## src/rtl/sseg_display_arbiter.sv

```systemverilog
// sseg_display_arbiter
//   Round-robin arbiter that hands a 4-digit seven-segment display to one of two
//   requesters and runs a brightness envelope for each service:
//   fade in (0 -> MAX), hold at MAX, fade out (MAX -> 0), then completion ack.
//   Brightness changes once per step tick (every STEP_CYCLES clocks).
//
// Ports
//   clk          system clock, all state on rising edge
//   reset_n      asynchronous active-low reset
//   req[1:0]     level-sensitive display requests, bit i = requester i
//   data0/data1  requester digit values, nibble k -> digit k (k=0 rightmost)
//   dp0/dp1      requester decimal points, bit k -> digit k
//   gnt[1:0]     one-hot grant, high for the whole service
//   ack[1:0]     one-cycle completion pulse
//   busy         high whenever the arbiter is not idle
//   hex0..hex3   latched digit values for the display multiplexer
//   dp_out       latched decimal points
//   pwm_control  brightness level, 0 (dark) .. 2^PWM_RESOLUTION (full on)
module sseg_display_arbiter #(
  parameter int unsigned PWM_RESOLUTION = 4,
  parameter int unsigned STEP_CYCLES    = 1_000_000,
  parameter int unsigned HOLD_STEPS     = 64
) (
  input  logic                      clk,
  input  logic                      reset_n,
  input  logic [1:0]                req,
  input  logic [15:0]               data0,
  input  logic [15:0]               data1,
  input  logic [3:0]                dp0,
  input  logic [3:0]                dp1,
  output logic [1:0]                gnt,
  output logic [1:0]                ack,
  output logic                      busy,
  output logic [3:0]                hex0,
  output logic [3:0]                hex1,
  output logic [3:0]                hex2,
  output logic [3:0]                hex3,
  output logic [3:0]                dp_out,
  output logic [PWM_RESOLUTION:0]   pwm_control
);

  localparam int unsigned PwmW  = PWM_RESOLUTION + 1;
  localparam int unsigned CntW  = (STEP_CYCLES > 1) ? $clog2(STEP_CYCLES) : 1;
  localparam int unsigned HoldW = (HOLD_STEPS > 1) ? $clog2(HOLD_STEPS + 1) : 1;

  localparam logic [PwmW-1:0]  PwmMax   = {1'b1, {PWM_RESOLUTION{1'b0}}};
  localparam logic [PwmW-1:0]  PwmTop   = PwmMax - PwmW'(1);
  localparam logic [PwmW-1:0]  PwmOne   = PwmW'(1);
  localparam logic [CntW-1:0]  CntLast  = CntW'(STEP_CYCLES - 1);
  localparam logic [HoldW-1:0] HoldLast = HoldW'(HOLD_STEPS - 1);

  typedef enum logic [1:0] {
    StIdle,
    StFadeIn,
    StHold,
    StFadeOut
  } state_e;

  state_e           state_q, state_d;
  logic [CntW-1:0]  cnt_q,   cnt_d;
  logic [HoldW-1:0] hold_q,  hold_d;
  logic [PwmW-1:0]  pwm_q,   pwm_d;
  logic [1:0]       gnt_q,   gnt_d;
  logic [1:0]       ack_q,   ack_d;
  logic             busy_q,  busy_d;
  logic [15:0]      hex_q,   hex_d;
  logic [3:0]       dp_q,    dp_d;
  logic             last_q,  last_d;  // index of the requester served last

  logic tick;
  logic owner_req;
  logic pick;

  assign tick      = (cnt_q == CntLast);
  // gnt_q is one-hot while busy, so this is the granted requester's own request.
  assign owner_req = |(req & gnt_q);
  // Contention goes to the requester not served last; otherwise whoever asks.
  assign pick      = (req == 2'b11) ? ~last_q : req[1];

  // State register
  always_ff @(posedge clk or negedge reset_n) begin
    if (!reset_n) begin
      state_q <= StIdle;
    end else begin
      state_q <= state_d;
    end
  end

  // Next-state logic
  always_comb begin
    state_d = state_q;
    unique case (state_q)
      StIdle: begin
        if (|req) state_d = StFadeIn;
      end
      StFadeIn: begin
        if (!owner_req) begin
          // Nothing lit yet: nothing to fade, finish straight away.
          state_d = (pwm_q == '0) ? StIdle : StFadeOut;
        end else if (tick && (pwm_q == PwmTop)) begin
          state_d = StHold;
        end
      end
      StHold: begin
        if (!owner_req || (tick && (hold_q == HoldLast))) state_d = StFadeOut;
      end
      StFadeOut: begin
        // Requests are ignored here; the fade always runs to completion.
        if (tick && (pwm_q <= PwmOne)) state_d = StIdle;
      end
      default: state_d = StIdle;
    endcase
  end

  // Next values of the registered outputs and datapath
  always_comb begin
    cnt_d  = cnt_q;
    hold_d = hold_q;
    pwm_d  = pwm_q;
    gnt_d  = gnt_q;
    ack_d  = 2'b00;
    busy_d = (state_d != StIdle);
    hex_d  = hex_q;
    dp_d   = dp_q;
    last_d = last_q;

    // Step counter restarts on every state change and is parked at 0 in idle.
    if ((state_d != state_q) || (state_q == StIdle) || tick) begin
      cnt_d = '0;
    end else begin
      cnt_d = cnt_q + CntW'(1);
    end

    if (state_d != StHold) begin
      hold_d = '0;
    end else if ((state_q == StHold) && tick) begin
      hold_d = hold_q + HoldW'(1);
    end

    unique case (state_q)
      StIdle: begin
        pwm_d = '0;
        if (|req) begin
          gnt_d  = pick ? 2'b10 : 2'b01;
          last_d = pick;
          hex_d  = pick ? data1 : data0;
          dp_d   = pick ? dp1 : dp0;
        end
      end
      StFadeIn: begin
        if (owner_req && tick && (pwm_q != PwmMax)) pwm_d = pwm_q + PwmOne;
      end
      StHold: begin
        pwm_d = PwmMax;
      end
      StFadeOut: begin
        if (tick && (pwm_q != '0)) pwm_d = pwm_q - PwmOne;
      end
      default: pwm_d = '0;
    endcase

    if ((state_q != StIdle) && (state_d == StIdle)) begin
      ack_d = gnt_q;
      gnt_d = 2'b00;
    end
  end

  // Output and datapath registers
  always_ff @(posedge clk or negedge reset_n) begin
    if (!reset_n) begin
      cnt_q  <= '0;
      hold_q <= '0;
      pwm_q  <= '0;
      gnt_q  <= 2'b00;
      ack_q  <= 2'b00;
      busy_q <= 1'b0;
      hex_q  <= 16'h0000;
      dp_q   <= 4'h0;
      last_q <= 1'b1;
    end else begin
      cnt_q  <= cnt_d;
      hold_q <= hold_d;
      pwm_q  <= pwm_d;
      gnt_q  <= gnt_d;
      ack_q  <= ack_d;
      busy_q <= busy_d;
      hex_q  <= hex_d;
      dp_q   <= dp_d;
      last_q <= last_d;
    end
  end

  assign gnt         = gnt_q;
  assign ack         = ack_q;
  assign busy        = busy_q;
  assign hex0        = hex_q[3:0];
  assign hex1        = hex_q[7:4];
  assign hex2        = hex_q[11:8];
  assign hex3        = hex_q[15:12];
  assign dp_out      = dp_q;
  assign pwm_control = pwm_q;

endmodule

```

## config.mk

```make
export PLATFORM = sky130hd
export DESIGN_NAME = sseg_display_arbiter
export DESIGN_NICKNAME = d
export VERILOG_FILES = /design/src/rtl/sseg_display_arbiter.sv
export SDC_FILE = /design/constraint.sdc
export NUM_CORES = 1
export LEC_CHECK = 0
export CAP_MARGIN = 30
export CORE_ASPECT_RATIO = 0.5
export CORE_MARGIN = 4
export CORE_UTILIZATION = 40
export DETAILED_ROUTE_END_ITERATION = 8
export DONT_BUFFER_PORTS = 1
export GPL_TIMING_DRIVEN = 0
export PLACE_DENSITY = 0.62
export SYNTH_ARGS = -nofsm -noshare
export SYNTH_HDL_FRONTEND = slang
export SYNTH_SLANG_ARGS = --single-unit
export TNS_END_PERCENT = 10
```

## constraint.sdc

```tcl
create_clock -name clk -period 5.1 [get_ports clk]
set_input_delay 1.02 -clock clk [delete_from_list [all_inputs] [get_ports clk]]
set_output_delay 1.02 -clock clk [all_outputs]
set_load 0.05 [all_outputs]
```

==> impl_metrics.csv <==
group,metric,value,unit
status,outcome,"completed",
yosys,syn_nets,426,
global_route,use_met2,26.0,%
finish,instances_no_fill,508,
global_route,gr-usage-met1,22.4,%
finish,antenna_cells,0,
placement,io_buffers,0,
sta,relSlewSlack,35.0,%
clock_tree,root_buffer,"clkbuf_16",
yosys,synthTopCellsByArea,"dfrtp_1 41%, mux2i_1 12%, nand2_1 5.2%",
critical_path,cp_slowest_cell,"nor4_1",
placement,dpl_cell_area,3740,µm²
clock_tree,post-cts-setup-buffers,0,
sta,hold_violations,0,
hold_path,hold_class,"in2async",
placement,gp_congestion,0.849,
flow_run,cap_violations,0,
global_route,grt_max_degree,61,
floorplanning,placementRows,24,
yosys,synth_common_cells,"59 x dfrtp_1, 50 x nand2_1, 42 x mux2i_1, 33 x o21ai_0, 29 x nand3_1",
yosys,yosysTopAreaCell,"dfrtp_1",
yosys,yosysSeqAreaShare,41.8,%
yosys,yosysTopAreaCellShare,41.1,%
clock_tree,clockBufferDepth,2,
floorplanning,ios,74,
sta,fin_crit,3010,ps
yosys,synth-seq-cells,60,
floorplanning,die_y,75.0,µm
detailed_routing,drt_pass1_iterations,4,
sta,tns,0,ps
global_route,gr-usage-all-layers,16.5,%
yosys,ys_warn_count,0,
yosys,synthFlopType,"dfrtp_1",
sta,worst_pin_slew,966,ps
sta,holdWs,381,ps
critical_path,path_cells,"or4b_4, nor4_1, a31oi_2, nor3_4, buf_6, nor4b_2",
placement,dp_hpwl,6.04,mm
finish,syn2layout_area_growth,12.7,%
global_route,grt_pass1_vias,2680,
global_route,top_usage_layer,"met2",
critical_path,worstSetupEndpointType,"flip-flop",
pwr,ir_worst_vdd,0.337,mV
sta,final.period_utilization,58.9,%
yosys,ys_types,56,
clock_tree,ctsResizeCount,0,
detailed_routing,vias_per_cell,5.56,
critical_path,path_class,"reg2reg",
sta,fin_skew,9.72,ps
sta,maxSlewViolCount,0,
clock_tree,cts_tree,"yes",
sta,setup_violations,0,
critical_path,start_kind,"flip-flop",
clock_tree,clkTransAtPathRegs,60,ps
critical_path,critPathTopFamily,"simple AND/OR/NAND/NOR gates",
clock_tree,cts.sinks,60,
clock_tree,h-tree-depth,3,
critical_path,crit_buf_inv,1,
floorplanning,core_area,8740,µm²
detailed_routing,wirelength,8.36,mm
sta,grt_setup_unrepaired,"no",
detailed_routing,vias,2825,
detailed_routing,drt_drc_violations_left,0,
floorplanning,initial_utilization,41.1,%
floorplanning,die_area,10700,µm²
detailed_routing,first_iter_violations,192,
global_route,grt_overflow,0,
global_route,grt_pass1_wl,13.8,mm
detailed_routing,ant_nets,0,
critical_path,cp_data_arrival_time,3240,ps
finish,drive_gt1_share,9.72,%
finish,design_area,4050,µm²
global_route,use_met3,5.33,%
pwr,p_per_area,503,nW/µm²
finish,nets,437,
yosys,syn-instance-count,375,
yosys,syn_area,3590,µm²
global_route,antenna_found_initial,0,
clock_tree,cts_hold_buf,0,
yosys,async_flop_share,100,%
yosys,yosys.cell_count.top_type,"dfrtp_1",
critical_path,worst_ep_required_time,5330,ps
detailed_routing,wl_per_cell,16.4,µm
yosys,synth_edf_count,0,
critical_path,cpPeakStageDelay,840,ps
sta,clock.fmax,333,MHz
pwr,leakage,1.79,nW
clock_tree,numCtsBuffers,9,
floorplanning,die_w,142,µm
clock_tree,clock_latency,340,ps
placement,place_inst,492,
critical_path,crit_fanout,10,
yosys,syn-mean-instance-area,9.59,µm²
where the power goes:
group / total (mW) / leakage (nW) / internal [mW] / switching (mW)
combinational: 0.418 / 0.850 / 0.152 / 0.266
sequential: 0.988 / 0.793 / 0.576 / 0.412
clock: 0.631 / 0.146 / 0.395 / 0.236
total: 2.04 / 1.79 / 1.12 / 0.914
per-layer routing:
| metal | vias to the layer above | part of all wire (%) | wire length (µm) |
|---|---|---|---|
| li1 | 1397 | - | - |
| met1 | 1346 | 48 | 4050 |
| met2 | 72 | 44 | 3700 |
| met3 | 10 | 6.4 | 534 |
| met4 | 0 | 0.86 | 72 |
| met5 | - | 0 | 0 |
cell type report:
cell class	instances	area [µm²]
plain buffers	20	100
clock buffers	10	239
clock inverters	6	71.3
fillers	807	4690
inverters	10	37.5
multi-input cells	285	1950
flip-flops and latches	60	1500
well taps	117	146
layout by cell type (no fill, tap or decap), types with 5 or more instances in the layout:
| cell type | instances |
|---|---|
| o21ai_0 | 33 |
| nand2_1 | 50 |
| xor2_1 | 13 |
| nor4_1 | 9 |
| nand3_1 | 29 |
| xnor2_1 | 8 |
| clkbuf_1 | 13 |
| inv_1 | 10 |
| nor2_1 | 12 |
| ha_1 | 7 |
| mux2i_1 | 42 |
| dfrtp_1 | 59 |
| and3_1 | 5 |
| nand4_1 | 9 |
| nor4b_2 | 6 |
| clkbuf_16 | 9 |
| nor3_1 | 7 |
cells by family after synthesis:
kind of cell / Yosys count / share of synthesized area [%]
mux: 42 / 11.7
fa+ha+maj: 7 / 2.44
xor+xnor: 21 / 5.12
compound gates: 62 / 10.8
buf+inv: 30 / 3.83
flops: 60 / 41.8
simple gates: 153 / 24.3
through the flow:
stage	total power, mW	utilization [%]	setup slack, ps
finish	2.04	46.4	2090
global route	2.14	46.4	1790
detailed placement	1.42	42.8	2130
global placement	1.42	42.8	2160
CTS	2.06	46.4	2110
floorplan	1.30	-	2470
sequential cells by signal, summed over array words and instances (netlist names):
register	cells
busy	1
dp_out	4
pwm_control	5
gnt	2
hex_q	16
hold_q	7
ack	2
state_q	2
cnt_q	20
last_q	1
path summary, 6_finish.rpt:
kind	start	end	slack (ps)	depth (start not counted)
worst min-delay path	reset_n	cnt_q[18]$_DFF_PN0_	380	0
worst max-delay path	cnt_q[8]$_DFF_PN0_	hold_q[0]$_DFFE_PN0P_	2090	6
max in group asynchronous	reset_n	last_q$_DFFE_PN1P_	4510	0
min in group clk	hold_q[6]$_DFFE_PN0P_	hold_q[6]$_DFFE_PN0P_	510	2
worst max register to register	cnt_q[8]$_DFF_PN0_	hold_q[0]$_DFFE_PN0P_	2090	6
worst min register to register	hold_q[6]$_DFFE_PN0P_	hold_q[6]$_DFFE_PN0P_	510	2
Note: power is estimated with default switching activity, not from simulation.
